[config.mk]
export PLATFORM = sky130hd
export DESIGN_NAME = pixel_usb_streamer_flat
export DESIGN_NICKNAME = d
export VERILOG_FILES = /design/src/rtl/pixel_usb_streamer_pkg.sv /design/src/rtl/pixel_usb_streamer_if.sv /design/src/rtl/pixel_fifo_sync.sv /design/src/rtl/pixel_usb_streamer.sv /design/src/flat_wrapper.sv
export SDC_FILE = /design/constraint.sdc
export NUM_CORES = 1
export LEC_CHECK = 0
export CORE_ASPECT_RATIO = 0.75
export CORE_MARGIN = 2
export CORE_UTILIZATION = 35
export DETAILED_ROUTE_END_ITERATION = 6
export GPL_TIMING_DRIVEN = 0
export PLACE_DENSITY = 0.57
export SYNTH_ARGS = -nofsm -noshare
export SYNTH_HDL_FRONTEND = slang
export SYNTH_HIERARCHICAL = 1
export SYNTH_SLANG_ARGS = --single-unit
[constraint.sdc]
create_clock -name clk -period 3.8 [get_ports clk]
set_input_delay 0.38 -clock clk [delete_from_list [all_inputs] [get_ports clk]]
set_output_delay 0.38 -clock clk [all_outputs]
set_load 0.01 [all_outputs]
[src/rtl/pixel_usb_streamer_pkg.sv]
// pixel_usb_pkg
//   Shared definitions for the pixel-to-USB streamer: output FSM state
//   encoding, frame header magic bytes and length, and a helper that picks
//   one header byte by index.
//   No ports (package).
package pixel_usb_pkg;

  typedef enum logic [1:0] {
    S_IDLE   = 2'd0,
    S_SETUP  = 2'd1,
    S_STROBE = 2'd2,
    S_HOLD   = 2'd3
  } state_t;

  localparam logic [7:0] HDR_MAGIC0 = 8'hA5;
  localparam logic [7:0] HDR_MAGIC1 = 8'h5A;
  localparam int         HDR_LEN    = 4;

  // Header layout: magic0, magic1, frame counter MSB, frame counter LSB.
  function automatic logic [7:0] hdr_byte(input logic [1:0] idx, input logic [15:0] frame_cnt);
    logic [7:0] b;
    b = 8'h00;
    case (idx)
      2'd0:    b = HDR_MAGIC0;
      2'd1:    b = HDR_MAGIC1;
      2'd2:    b = frame_cnt[15:8];
      default: b = frame_cnt[7:0];
    endcase
    return b;
  endfunction

endpackage

[src/rtl/pixel_usb_streamer_if.sv]
// pixel_usb_streamer_if
//   Pixel stream handshake between the CCD readout stage and the USB
//   streamer.
//   Signals:
//     pix_data   [15:0] pixel word from the readout stage
//     pix_avail         pixel valid, may stay high for several cycles
//     pix_accept        one-cycle accept pulse back to the readout stage
//   Modports:
//     master  readout side (drives data/avail, receives accept)
//     slave   streamer side (receives data/avail, drives accept)
interface pixel_usb_streamer_if;
  import pixel_usb_pkg::*;

  logic [15:0] pix_data;
  logic        pix_avail;
  logic        pix_accept;

  modport master (output pix_data, output pix_avail, input pix_accept);
  modport slave  (input pix_data, input pix_avail, output pix_accept);

endinterface

[src/rtl/pixel_fifo_sync.sv]
// pixel_fifo_sync
//   Single-clock FIFO with first-word-fall-through read data.
//   Ports:
//     clk, rst         clock, synchronous active-high reset
//     push, din        write request and data (ignored when full)
//     pop              read request (ignored when empty)
//     dout             word at the head of the FIFO
//     full, empty      status flags
//     level            number of words stored (ADDR_W+1 bits)
module pixel_fifo_sync #(
  parameter int ADDR_W = 4,
  parameter int DATA_W = 16
) (
  input  logic              clk,
  input  logic              rst,
  input  logic              push,
  input  logic [DATA_W-1:0] din,
  input  logic              pop,
  output logic [DATA_W-1:0] dout,
  output logic              full,
  output logic              empty,
  output logic [ADDR_W:0]   level
);

  localparam int DEPTH = 1 << ADDR_W;

  logic [DATA_W-1:0] mem [DEPTH];
  logic [ADDR_W:0]   wr_ptr;
  logic [ADDR_W:0]   rd_ptr;
  logic              do_push;
  logic              do_pop;

  assign do_push = push & ~full;
  assign do_pop  = pop & ~empty;

  // Pointers carry one extra bit so a full FIFO is distinguishable from an
  // empty one; the low bits wrap modulo the depth.
  always_ff @(posedge clk) begin
    if (rst) begin
      wr_ptr <= '0;
      rd_ptr <= '0;
    end else begin
      if (do_push) wr_ptr <= wr_ptr + 1'b1;
      if (do_pop)  rd_ptr <= rd_ptr + 1'b1;
    end
  end

  always_ff @(posedge clk) begin
    if (do_push) mem[wr_ptr[ADDR_W-1:0]] <= din;
  end

  assign level = wr_ptr - rd_ptr;
  assign full  = level[ADDR_W];
  assign empty = (level == '0);
  assign dout  = mem[rd_ptr[ADDR_W-1:0]];

endmodule

[src/rtl/pixel_usb_streamer.sv]
// pixel_usb_streamer
//   Buffers 16-bit pixels from the CCD readout stage and writes each one to
//   an FT245-style 8-bit asynchronous USB FIFO, MSB byte first.
//   Optional frame header (0xA5 0x5A cnt_hi cnt_lo) enabled by defining
//   PIXEL_USB_HEADER_EN; without it frame_start is ignored.
//   Ports:
//     clk, rst      clock, synchronous active-high reset
//     pix           pixel stream (slave modport: data/avail in, accept out)
//     frame_start   one-cycle pulse at readout start (header feature only)
//     usb_txe_n     low = USB FIFO has room; asynchronous
//     usb_wr_n      USB write strobe, byte latched on its rising edge
//     usb_data      byte to the USB FIFO
//     fifo_level    pixels currently buffered
//     overflow      sticky lost-pixel flag
module pixel_usb_streamer
  import pixel_usb_pkg::*;
#(
  parameter int ADDR_W      = 4,
  parameter int WR_LOW_CYC  = 2,
  parameter int WR_HIGH_CYC = 2
) (
  input  logic                 clk,
  input  logic                 rst,
  pixel_usb_streamer_if.slave  pix,
  input  logic                 frame_start,
  input  logic                 usb_txe_n,
  output logic                 usb_wr_n,
  output logic [7:0]           usb_data,
  output logic [ADDR_W:0]      fifo_level,
  output logic                 overflow
);

  logic        pix_avail_q;
  logic        taken;
  logic        want;
  logic        fifo_full;
  logic        fifo_empty;
  logic        fifo_pop;
  logic [15:0] fifo_dout;

  logic        txe_meta;
  logic        txe_sync;

  state_t      state;
  state_t      state_n;
  logic [3:0]  cnt;
  logic [3:0]  cnt_n;
  logic [7:0]  data_q;
  logic [7:0]  data_n;
  logic [7:0]  lsb_q;
  logic [7:0]  lsb_n;
  logic [1:0]  rem_q;
  logic [1:0]  rem_n;
  logic        wr_n_q;

  logic        hdr_req;
  logic        hdr_active;
  logic [7:0]  hdr_next;

  pixel_fifo_sync #(.ADDR_W(ADDR_W), .DATA_W(16)) u_fifo (
    .clk   (clk),
    .rst   (rst),
    .push  (pix.pix_accept),
    .din   (pix.pix_data),
    .pop   (fifo_pop),
    .dout  (fifo_dout),
    .full  (fifo_full),
    .empty (fifo_empty),
    .level (fifo_level)
  );

  // 'taken' remembers that the current avail-high period was already
  // accepted, so want covers both the rising edge and the retry-while-full
  // case with a single term and never writes twice per period.
  assign want           = pix.pix_avail & ~taken;
  assign pix.pix_accept = want & ~fifo_full & ~rst;

  always_ff @(posedge clk) begin
    if (rst) begin
      pix_avail_q <= 1'b0;
      taken       <= 1'b0;
      overflow    <= 1'b0;
    end else begin
      pix_avail_q <= pix.pix_avail;
      taken       <= pix.pix_avail & (taken | pix.pix_accept);
      if (pix_avail_q & ~pix.pix_avail & ~taken) overflow <= 1'b1;
    end
  end

  // Output FSM registers plus the txe_n synchroniser. usb_wr_n is
  // registered from the next state so the strobe is glitch-free.
  always_ff @(posedge clk) begin
    if (rst) begin
      state    <= S_IDLE;
      cnt      <= 4'd0;
      data_q   <= 8'h00;
      lsb_q    <= 8'h00;
      rem_q    <= 2'd0;
      wr_n_q   <= 1'b1;
      txe_meta <= 1'b1;
      txe_sync <= 1'b1;
    end else begin
      state    <= state_n;
      cnt      <= cnt_n;
      data_q   <= data_n;
      lsb_q    <= lsb_n;
      rem_q    <= rem_n;
      wr_n_q   <= (state_n != S_STROBE);
      txe_meta <= usb_txe_n;
      txe_sync <= txe_meta;
    end
  end

  // rem_q counts bytes still to send after the one currently on usb_data;
  // a pixel has one more (its LSB), a header has three more.
  always_comb begin
    state_n  = state;
    cnt_n    = cnt;
    data_n   = data_q;
    lsb_n    = lsb_q;
    rem_n    = rem_q;
    fifo_pop = 1'b0;
    case (state)
      S_IDLE: begin
        if (!txe_sync) begin
          if (hdr_req) begin
            data_n  = HDR_MAGIC0;
            rem_n   = 2'(HDR_LEN - 1);
            state_n = S_SETUP;
          end else if (!fifo_empty) begin
            fifo_pop = 1'b1;
            data_n   = fifo_dout[15:8];
            lsb_n    = fifo_dout[7:0];
            rem_n    = 2'd1;
            state_n  = S_SETUP;
          end
        end
      end
      S_SETUP: begin
        state_n = S_STROBE;
        cnt_n   = 4'(WR_LOW_CYC - 1);
      end
      S_STROBE: begin
        if (cnt == 4'd0) begin
          state_n = S_HOLD;
          cnt_n   = 4'(WR_HIGH_CYC - 1);
        end else begin
          cnt_n = cnt - 4'd1;
        end
      end
      S_HOLD: begin
        if (cnt != 4'd0) begin
          cnt_n = cnt - 4'd1;
        end else if (rem_q != 2'd0) begin
          if (!txe_sync) begin
            data_n  = hdr_active ? hdr_next : lsb_q;
            rem_n   = rem_q - 2'd1;
            state_n = S_SETUP;
          end
        end else begin
          state_n = S_IDLE;
        end
      end
      default: state_n = S_IDLE;
    endcase
  end

`ifdef PIXEL_USB_HEADER_EN
  logic        hdr_pending;
  logic [1:0]  hdr_idx;
  logic [15:0] frame_cnt;

  // hdr_pending stays set until the last header byte is strobed, which is
  // what makes a second frame_start during a pending header a no-op.
  always_ff @(posedge clk) begin
    if (rst) begin
      hdr_pending <= 1'b0;
      hdr_active  <= 1'b0;
      hdr_idx     <= 2'd0;
      frame_cnt   <= 16'd0;
    end else begin
      if (state == S_IDLE && state_n == S_SETUP && hdr_req) begin
        hdr_active <= 1'b1;
        hdr_idx    <= 2'd0;
      end else if (hdr_active && state == S_HOLD && state_n == S_SETUP) begin
        hdr_idx <= hdr_idx + 2'd1;
      end else if (hdr_active && state == S_HOLD && state_n == S_IDLE) begin
        hdr_active  <= 1'b0;
        hdr_pending <= 1'b0;
        frame_cnt   <= frame_cnt + 16'd1;
      end
      if (frame_start && !hdr_pending) hdr_pending <= 1'b1;
    end
  end

  assign hdr_req  = hdr_pending;
  assign hdr_next = hdr_byte(hdr_idx + 2'd1, frame_cnt);
`else
  logic frame_start_unused;

  assign hdr_req            = 1'b0;
  assign hdr_active         = 1'b0;
  assign hdr_next           = 8'h00;
  assign frame_start_unused = frame_start;
`endif

  assign usb_wr_n = wr_n_q;
  assign usb_data = data_q;

endmodule

[src/flat_wrapper.sv]
// flat-port wrapper written by rule: the top's interface ports become plain ports
module pixel_usb_streamer_flat import pixel_usb_pkg::*;
#(
  parameter int ADDR_W      = 4,
  parameter int WR_LOW_CYC  = 2,
  parameter int WR_HIGH_CYC = 2
)
  (clk, rst, frame_start, usb_txe_n, usb_wr_n, usb_data, fifo_level, overflow, pix_pix_data, pix_pix_avail, pix_pix_accept);
  pixel_usb_streamer_if pix_i ();
  input  logic clk;
  input  logic rst;
  input  logic frame_start;
  input  logic usb_txe_n;
  output logic usb_wr_n;
  output logic [7:0] usb_data;
  output logic [ADDR_W:0] fifo_level;
  output logic overflow;
  input wire logic [$bits(pix_i.pix_data)-1:0] pix_pix_data;
  input wire logic [$bits(pix_i.pix_avail)-1:0] pix_pix_avail;
  output wire logic [$bits(pix_i.pix_accept)-1:0] pix_pix_accept;
  assign pix_i.pix_data = pix_pix_data;
  assign pix_i.pix_avail = pix_pix_avail;
  assign pix_pix_accept = pix_i.pix_accept;
  pixel_usb_streamer #(.ADDR_W(ADDR_W), .WR_LOW_CYC(WR_LOW_CYC), .WR_HIGH_CYC(WR_HIGH_CYC)) u_core (.clk(clk), .rst(rst), .pix(pix_i), .frame_start(frame_start), .usb_txe_n(usb_txe_n), .usb_wr_n(usb_wr_n), .usb_data(usb_data), .fifo_level(fifo_level), .overflow(overflow));
endmodule
---- After elaboration in Yosys (flattened, before gate mapping) ----
Memory sizes are Yosys's and may differ from the RTL's. A register that Yosys moved wholly into a read port is not among the register bits.
Index checks and enable logic that the tools add are counted.
operators by class
  bitwise operators ....................... 15
  eq/ne operators ......................... 10
  $add $sub $neg .......................... 5
  reductions and logical operators ........ 10
  multiplexer cells ....................... 29
operator list
  operator                                             number
  2-to-1 mux 8 bit                                     5
  2-to-1 mux 2 bit                                     11
  2-to-1 mux 4 bit                                     4
  one-hot mux 8 bit (2 select lines)                   1
  one-hot mux 4 bit (3 select lines)                   1
  adder 5 x 1 -> 5 bit, second input constant          2
  != test 2 bit, second input constant                 5
  bitwise AND 1 bit                                    8
  one-hot mux 2 bit (4 select lines)                   1
  NOT 1 bit                                            6
  AND reduction 6 bit                                  1
  zero test 5 bit                                      1
  2-to-1 mux 1 bit                                     5
  subtractor 5 bit                                     1
  equality test 2 bit, second input constant           2
  zero test 4 bit                                      1
  != test 2 x 1 -> 1 bit, second input constant        2
  one-hot mux 2 bit (2 select lines)                   1
  nonzero test 2 bit                                   2
  nonzero test 4 bit                                   1
  subtractor 4 x 1 -> 4 bit, second input constant     1
  AND reduction 3 bit                                  1
  nonzero test 3 bit                                   1
  equality test 2 x 1 -> 1 bit, second input constant  1
  other kinds (4)                                      4
storage, ports and cells
  word-level logic and storage cells ...... 83
  input port bits ......................... 21
  flip-flop bits (word level) ............. 40
  memories kept ........................... 1
  memory bits (writable) .................. 256
memory list
  name               words  bits a word  read ports  clocked after memory_dff  write ports  line                   source
  u_core.u_fifo.mem  16     16           1           1                         1            pixel_fifo_sync.sv:27  logic [DATA_W-1:0] mem [DEPTH];

---- Logic depth before layout (Yosys ltp) ----
Gate-level depths: netlist (run 1).
  depth in word-level cells ............... 8
  mapped depth ............................ 16

---- By module ----
Netlist (run 1), hierarchy kept.
by module, submodules not included
  module              sequential area each (µm²)  area each (µm²)  cells an instance  instances
  pixel_fifo_sync     7967.6                      10659.0          465                1
  pixel_usb_streamer  600.6                       1338.8           144                1

---- Worst setup path after synthesis (run 1) ----
OpenSTA, ideal clock, no wires.
  path kind ............................... reg-to-reg
  from .................................... reg u_core.u_fifo.wr_ptr[0]
  to ...................................... mem u_core.u_fifo.mem[3][0] (enable)
  cell stages (with the launch flop) ...... 12
  arrival time ............................ 3472 ps
  buffers on the path ..................... 0
  clock period less this slack ............ 3882 ps
  data required time ...................... 3391 ps
  setup slack ............................. -82 ps
  cells stage by stage .................... dfxtp_1 -> inv_1 -> ha_1 -> inv_1 -> fa_1 -> nand3_1 -> a21oi_1 -> nor2_2 -> inv_1 -> nor3_1 -> nand4b_1 -> nor3_1
on the way
  cells in the longest elaborated chain, start to end .. 7
ends and longest elaborated chain
  item                                    line                      source
  from (decl)                             pixel_fifo_sync.sv:28     logic [ADDR_W:0] wr_ptr;
  from (signal assigned)                  pixel_fifo_sync.sv:43     if (do_push) wr_ptr <= wr_ptr + 1'b1;
  subtractor 5 bit                        pixel_fifo_sync.sv:52     assign level = wr_ptr - rd_ptr;
  via u_core.fifo_full                    pixel_usb_streamer.sv:36  logic fifo_full;
  NOT 1 bit                               pixel_usb_streamer.sv:76  assign pix.pix_accept = want & ~fifo_full & ~rst;
  bitwise AND 1 bit (2 in a row)          pixel_usb_streamer.sv:76
  via pix_pix_accept                      flat_wrapper.sv:20        output wire logic [$bits(pix_i.pix_accept)-1:0] pix_pix_accept;
  bitwise AND 1 bit                       pixel_fifo_sync.sv:33     assign do_push = push & ~full;
  2-to-1 mux 1 bit                        pixel_fifo_sync.sv:49     if (do_push) mem[wr_ptr[ADDR_W-1:0]] <= din;
  2-to-1 mux 1 bit (not written as such)  pixel_fifo_sync.sv:49
  to (decl)                               pixel_fifo_sync.sv:27
The timed path passes the listed nets, and every way through them passes these cells.

---- Final worst setup path (run 1) ----
  from .................................... reg u_core.u_fifo.wr_ptr[0]
  to ...................................... reg u_core.u_fifo.rd_ptr[4]
on the way
  cells in the longest elaborated chain, start to end .. 6
ends and longest elaborated chain
  item                   line                       source
  subtractor 5 bit       pixel_fifo_sync.sv:52
  via u_core.fifo_full   pixel_usb_streamer.sv:36
  zero test 5 bit        pixel_fifo_sync.sv:54      assign empty = (level == '0);
  via u_core.fifo_empty  pixel_usb_streamer.sv:37   logic fifo_empty;
  2-to-1 mux 1 bit       pixel_usb_streamer.sv:130  end else if (!fifo_empty) begin
  2-to-1 mux 1 bit       pixel_usb_streamer.sv:125  if (!txe_sync) begin
  2-to-1 mux 1 bit       pixel_usb_streamer.sv:123  case (state)
  via u_core.fifo_pop    pixel_usb_streamer.sv:38   logic fifo_pop;
  bitwise AND 1 bit      pixel_fifo_sync.sv:34      assign do_pop = pop & ~empty;
  to (signal assigned)   pixel_fifo_sync.sv:44      if (do_pop) rd_ptr <= rd_ptr + 1'b1;
  to (decl)              pixel_fifo_sync.sv:29      logic [ADDR_W:0] rd_ptr;
The timed path passes the listed nets, and every way through them passes these cells.
A chain may end at the register's enable or synchronous reset.

==> reports/qor.txt, run 1 <==
Synth cell types = 54
DRT Pass-1 Iters = 4
CTS root buf = clkbuf_16
Clk sink count = 300
DRC = 0
F_max = 0.281 GHz
Avg Cell Area, Syn = 19.7 um2
Slowest stage delay, CP = 0.50 ns
Area Overhead vs Synth = 18.8%
Max-Cap Viols = 0
Met3 Routed Length = 1890 um
Async SR Flop Fraction = 0%
Worst skew pair latency = 0.55 ns
Synthesized area = 12,000 um2
Slew margin rel. = 36.4%
Cell taking the most area after synthesis = edfxtp_1
WS Path Type = reg2reg
Antenna viol nets, final = 0
WL met1 = 12,400 um
Post-synth net total = 643
PwrDens = 454 nW/um2
Tightest Pin Transition = 0.954 ns
CP cell instances = inv_2 > ha_1 > inv_1 > fa_1 > nand3_2 > and3_4 > nor2_2 > inv_2 > nor3_1 > or4_1 > buf_6 > clkinv_8 > buf_6 > nand2_1 > a2111oi_4 > mux2_1
Via count of the first global-routing pass = 6,350
Share of the synthesized area in the top cell type = 64.1%
Leakage = 4.51 nW
Synth warn = 6
CTS clk-pin slew, worst paths = 0.06 ns
Final setup fails = 0
Max Transition Viols Final = 0
# H-tree levels = 1
CTS tree = done
WL final = 27,700 um
Non-Filler Instances = 1,169
Hold Crit Class = reg2reg
GRT Resource Usage Total = 16.0%
IR drop worst, VDD = 369 uV
# port buffers = 35
Setup crit end kind = flop
Fin. Hold Viols = 0
Via-to-Cell Ratio = 5.27
Most used DFF post-synth = edfxtp_1
First-pass GRT wire length = 41,400 um
Gpl congestion = 0.770
Vias = 6,158
Share of layout cells above drive strength 1 = 26.0%
Die outline width = 218 um
DR iter-0 viols = 659
Top cells by count, synth = edfxtp_1, mux4_2, dfxtp_1, nand2_1, nor2_1
Flops & latches, synth = 300
Fin area = 14,200 um2
Met2 routed WL = 12,900 um
Placed insts = 1,096
Crit start category = flop
Initial antenna violation count = 2
Die Footprint = 35,800 um2
Grt ovf = 0
Clock Tree Buf Depth = 3
Count leader, synth = edfxtp_1
Post-DP HPWL = 16,800 um
# rows = 58
DP Area = 13,000 um2
Required @ worst endpoint = 4.23 ns
Period utilization = 93.6%
Number of CTS-inserted buffers = 28
Status = finished, final reports clean
Tmin final = 3.56 ns
Pin count of the biggest net entering global routing = 18
Top sig layer = met4
Slowest cell on crit path = or4_1
Worst path arrival time = 3.99 ns
Routed WL per cell = 23.7 um
Unrepaired setup endpoints after global routing = no
Fin nets = 731
Post-synth EDFFs = 256
Fin util = 42.3%
Initial cell density of the core = 35.6%
Clk_skew = 0.0193 ns
I/O Pins = 37
Critical path peak fanout = 12
Mapped Cells = 609
Sequential cell area fraction in the yosys report = 71.4%
Largest cells by area after synthesis = edfxtp_1, mux4_2, dfxtp_1
Die Span Y = 164 um
Core area = 33,700 um2
==> flip-flops by register name (all words and copies together), names as in the netlist, named ones only <==
name / count
u_core/cnt: 4
u_core/lsb_q: 8
u_core/overflow: 1
u_core/pix_avail_q: 1
u_core/rem_q: 2
u_core/state: 2
u_core/taken: 1
u_core/txe_meta: 1
u_core/txe_sync: 1
u_core/u_fifo/mem: 256
u_core/u_fifo/rd_ptr: 5
u_core/u_fifo/wr_ptr: 5
u_core/usb_data: 8
u_core/usb_wr_n: 1
==> final cells by class <==
cell class	count	area, um2
fillers	2964	19400
flip-flops and latches	300	8570
multi-input cells	263	3260
clock buffers	32	737
repair buffers	58	713
well taps	450	563
plain buffers	31	215
clock inverters	19	123
inverters	15	68.8
diodes	1	2.50
==> final timing paths <==
kind	from	end	slack (ns)	cells past startpoint
worst min register to register	u_core/txe_meta	u_core/txe_sync	0.42	1
worst max register to register	u_core/u_fifo/wr_ptr[0]	u_core/u_fifo/rd_ptr[4]	0.24	16
worst max-delay path	u_core/u_fifo/wr_ptr[0]	u_core/u_fifo/rd_ptr[4]	0.24	16
worst min-delay path	u_core/txe_meta	u_core/txe_sync	0.42	1
==> repair_timing <==
item / in CTS / in global routing
hold buffers: 0 / 0
setup buffers: 18 / 3
endpoints found under the setup margin: 254 / 114
pin swaps: 9 / 0
gates resized for setup: 30 / 6
==> routing by layer <==
layer,vias to the layer above,GRT usage [%]
li1,2665,-
met1,3275,22.5
met2,179,25.6
met4,0,3.12
met3,39,3.80
met5,-,0
==> where the power goes <==
| group | switching, W | leakage [nW] | total (W) | internal, W |
|---|---|---|---|---|
| Clock | 0.00118 | 0.423 | 0.00263 | 0.00146 |
| Combinational | 0.000133 | 1.42 | 0.000228 | 0.0000948 |
| Sequential | 0.0000120 | 2.66 | 0.00361 | 0.00359 |
| Total | 0.00132 | 4.51 | 0.00647 | 0.00514 |
==> through the flow <==
stage | setup WS [ns] | total power, W | hold WS, ns | TNS (ns)
final | 0.242 | 0.00647 | 0.424 | 0
after global routing | 0.0159 | 0.00669 | 0.447 | 0
after CTS | 0.0297 | 0.00653 | 0.417 | 0
after detailed placement | -0.835 | 0.00389 | 0.406 | -165.81
after global placement | -1.06 | 0.00388 | 0.402 | -166.40
after floorplan | 0.244 | 0.00378 | 0.389 | 0
==> cells in the final DEF, fill, tap and decap left out, types with 5 or more instances in the layout <==
cell,instances
edfxtp_1,256
mux4_2,70
dfxtp_1,43
clkdlybuf4s50_1,35
clkbuf_16,29
nand2_1,20
nor2_1,19
a21oi_1,16
a211oi_1,16
clkbuf_1,14
inv_1,12
ha_1,12
and3_4,12
buf_12,12
mux2i_1,11
mux2_1,10
buf_4,10
mux4_1,10
clkinv_2,9
buf_6,9
nor2b_1,7
clkinv_1,5
nor3_1,5
==> critical path, delay by kind of cell (launching register included) <==
kind	cells	cell delay (ns)
AND/OR/NAND/NOR	6	1.14
buffers and inverters	6	0.64
adder cells (fa/ha/maj)	2	0.62
flip-flops	1	0.35
multiplexers	1	0.35
AO/OA/AOI/OAI	1	0.33
==> cell families (layout without fill, tap and decap cells) <==
family / count (synthesis) / count (layout) / synth area share (%)
AO/OA/AOI/OAI: 51 / 51 / 3.05
XOR/XNOR: 4 / 4 / 0.292
adder cells (fa/ha/maj): 13 / 13 / 1.42
buffers and inverters: 46 / 155 / 2.36
flip-flops: 300 / 300 / 71.4
multiplexers: 101 / 101 / 17.2
other: 0 / 1 / 0
AND/OR/NAND/NOR: 94 / 94 / 4.29
(Power assumes the default switching activity.)
==> run 2, diff against run 1 <==
--- a/config.mk
+++ b/config.mk
@@ -9,8 +9,9 @@
 export CORE_MARGIN = 2
 export CORE_UTILIZATION = 35
 export DETAILED_ROUTE_END_ITERATION = 6
-export GPL_TIMING_DRIVEN = 0
 export PLACE_DENSITY = 0.57
+export RECOVER_POWER = 25
+export SETUP_SLACK_MARGIN = 0.2
 export SYNTH_ARGS = -nofsm -noshare
 export SYNTH_HDL_FRONTEND = slang
 export SYNTH_HIERARCHICAL = 1
==> reports/qor.txt, run 2 (synthesis gave the netlist of run 1 again) <==
CTS root buf = clkbuf_16
Post-DP HPWL = 14,800 um (-12%)
Fin area = 14,100 um2 (-0.88%)
Internal reg-to-reg setup slack = 0.34 ns (+0.10 ns)
DRC = 0 (unchanged)
# rows = 58 (unchanged)
Initial cell density of the core = 35.6% (unchanged)
Post-Route Setup TNS = 0 ns (unchanged)
Worst skew pair latency = 0.57 ns (+0.02 ns)
Gpl congestion = 0.717 (-6.9%)
Clock Tree Buf Depth = 3 (unchanged)
Share of layout cells above drive strength 1 = 23.1% (-3.0 points)
Comb power frac = 3.0% (-0.5 points)
Die Span Y = 164 um (unchanged)
WS Path Type = reg2reg
Cell Int Power = 0.00544 W (+5.7%)
F_max = 0.289 GHz (+2.8%)
Psw = 0.00136 W (+3.1%)
WL final = 25,600 um (-7.6%)
Max Transition Viols Final = 48 (+48)
DR iter-0 viols = 491 (-25%)
Initial antenna violation count = 2 (unchanged)
CTS tree = done
Vias = 5,833 (-5.3%)
Leakage = 4.51 nW (about the same)
Sequential standard cell area = 8570 um2 (about the same)
Violated checks = max-capacitance violations, max-slew violations
DRT Pass-1 Iters = 4 (unchanged)
Core area = 33,700 um2 (unchanged)
Clk_skew = 0.0171 ns (-0.00220 ns)
Fin. Hold Viols = 0 (unchanged)
Commonest non-fill, non-tap cells in the layout = edfxtp_1, mux4_2, dfxtp_1
Max FFs per register = 256 (unchanged)
Slew margin rel. = -28.0% (-64 points)
GRT Resource Usage Total = 14.6% (-1.4 points)
Fillers = 2,974 (+0.34%)
IR drop worst, VDD = 421 uV (+14%)
Routed WL per cell = 22.4 um (-5.6%)
Fin nets = 705 (-3.6%)
Grt ovf = 0 (unchanged)
# port buffers = 35 (unchanged)
Period utilization = 91.1% (-2.6 points)
Antenna viol nets, final = 0 (unchanged)
Via count of the first global-routing pass = 6,145 (-3.2%)
I/O Pins = 37 (unchanged)
Antenna diodes = 0 (-1)
Commonest non-fill, non-tap cell in the layout = edfxtp_1
DP Area = 13,100 um2 (+0.93%)
Via-to-Cell Ratio = 5.10 (-3.2%)
Clock Power Share = 44.0% (+3.3 points)
Sequential Power Share = 53.0% (-2.8 points)
Max-Cap Viols = 1 (+1)
Setup crit end kind = flop
Total power = 0.00680 W (+5.2%)
Tmin final = 3.46 ns (-0.0978 ns)
Number of CTS-inserted buffers = 29 (+3.6%)
PwrDens = 481 nW/um2 (+6.1%)
Crit start category = flop
Die Footprint = 35,800 um2 (unchanged)
Clk sink count = 300 (unchanged)
Critical path peak fanout = 20 (+8)
Status = complete, but fails checks
Die outline width = 218 um (unchanged)
# H-tree levels = 1 (unchanged)
Tightest Pin Transition = 1.92 ns (+0.967 ns)
Worst path arrival time = 3.90 ns (-0.09 ns)
Switching Fraction = 20.1% (-0.41 points)
Area Overhead vs Synth = 17.7%
Hold Crit Class = in2reg
Pin count of the biggest net entering global routing = 65 (+47)
Unrepaired setup endpoints after global routing = yes
First-pass GRT wire length = 38,100 um (-8.0%)
CTS clk-pin slew, worst paths = 0.07 ns (about the same)
Required @ worst endpoint = 4.24 ns (about the same)
Final setup fails = 0 (unchanged)
Multi-input logic area = 3170 um2 (-2.7%)
run 2: layout make-up:
type                            instances  share of cell area (%)
Clock buffer                           35                    5.30
Clock inverter                         19                    1.77
Inverter                               15                   0.487
Multi-Input combinational cell        263                    22.4
Sequential cell                       300                    60.7
Tap cell                              450                    3.99
Timing Repair Buffer                   62                    5.31
run 2: repair_timing:
action                                  CTS  global route
endpoints found under the setup margin  228             8
hold buffers                              0             0
setup buffers                             1             0
gates resized for setup                   3             3
pin swaps                                 1             0
run 2: per-layer routing:
| metal | vias to the layer above | track usage [%] | wire, um |
|---|---|---|---|
| met2 | 146 | 24.2 | 12000 |
| li1 | 2612 | - | - |
| met1 | 3033 | 19.9 | 11200 |
| met4 | 4 | 2.88 | 453 |
| met3 | 38 | 3.44 | 1910 |
| met5 | - | 0 | 27 |
run 2: critical path: stages, from the launching register on:
cell       delay [ns]
dfxtp_1          0.36
inv_1            0.16
ha_1             0.19
inv_1            0.06
fa_1             0.45
nand3_1          0.14
and3_2           0.24
nor2_2           0.07
inv_2            0.12
nor3_1           0.09
or4_4            0.54
clkinv_8         0.12
nand2_1          0.09
a2111oi_2        0.35
mux2_1           0.36
run 2: worst paths after layout:
path / start / end / depth (start not counted)
worst max-delay path: u_core/u_fifo/wr_ptr[0] / u_core/u_fifo/rd_ptr[4] / 14
worst min-delay path: usb_txe_n / u_core/txe_meta / 2
worst max register to register: u_core/u_fifo/wr_ptr[0] / u_core/u_fifo/rd_ptr[4] / 14
worst min register to register: u_core/txe_meta / u_core/txe_sync / 1
run 2: per-stage QoR:
step	setup WS (ns)	util [%]	hold slack, ns	std cells
after floorplan	0.244	-	0.389	609
after global placement	0.216	38.9	0.405	1089
after detailed placement	0.0725	38.9	0.404	1089
after CTS	0.193	41.9	0.377	1144
after global routing	0.108	41.9	0.392	1144
final	0.340	41.9	0.409	1144
run 2: power groups by stage:
stage / sequential [W] / combinational [W] / clock [W]
final: 0.00361 / 0.000202 / 0.00299
after global routing: 0.00361 / 0.000223 / 0.00318
after CTS: 0.00361 / 0.000206 / 0.00306
after detailed placement: 0.00368 / 0.000205 / 0
after global placement: 0.00368 / 0.000194 / 0
after floorplan: 0.00367 / 0.000103 / 0
==> run 3, diff against run 2 <==
--- a/config.mk
+++ b/config.mk
@@ -5,6 +5,7 @@
 export SDC_FILE = /design/constraint.sdc
 export NUM_CORES = 1
 export LEC_CHECK = 0
+export CAP_MARGIN = 20
 export CORE_ASPECT_RATIO = 0.75
 export CORE_MARGIN = 2
 export CORE_UTILIZATION = 35
==> results of run 3 <==
Same layout as run 2: the final DEF is identical, and so are final timing and power.
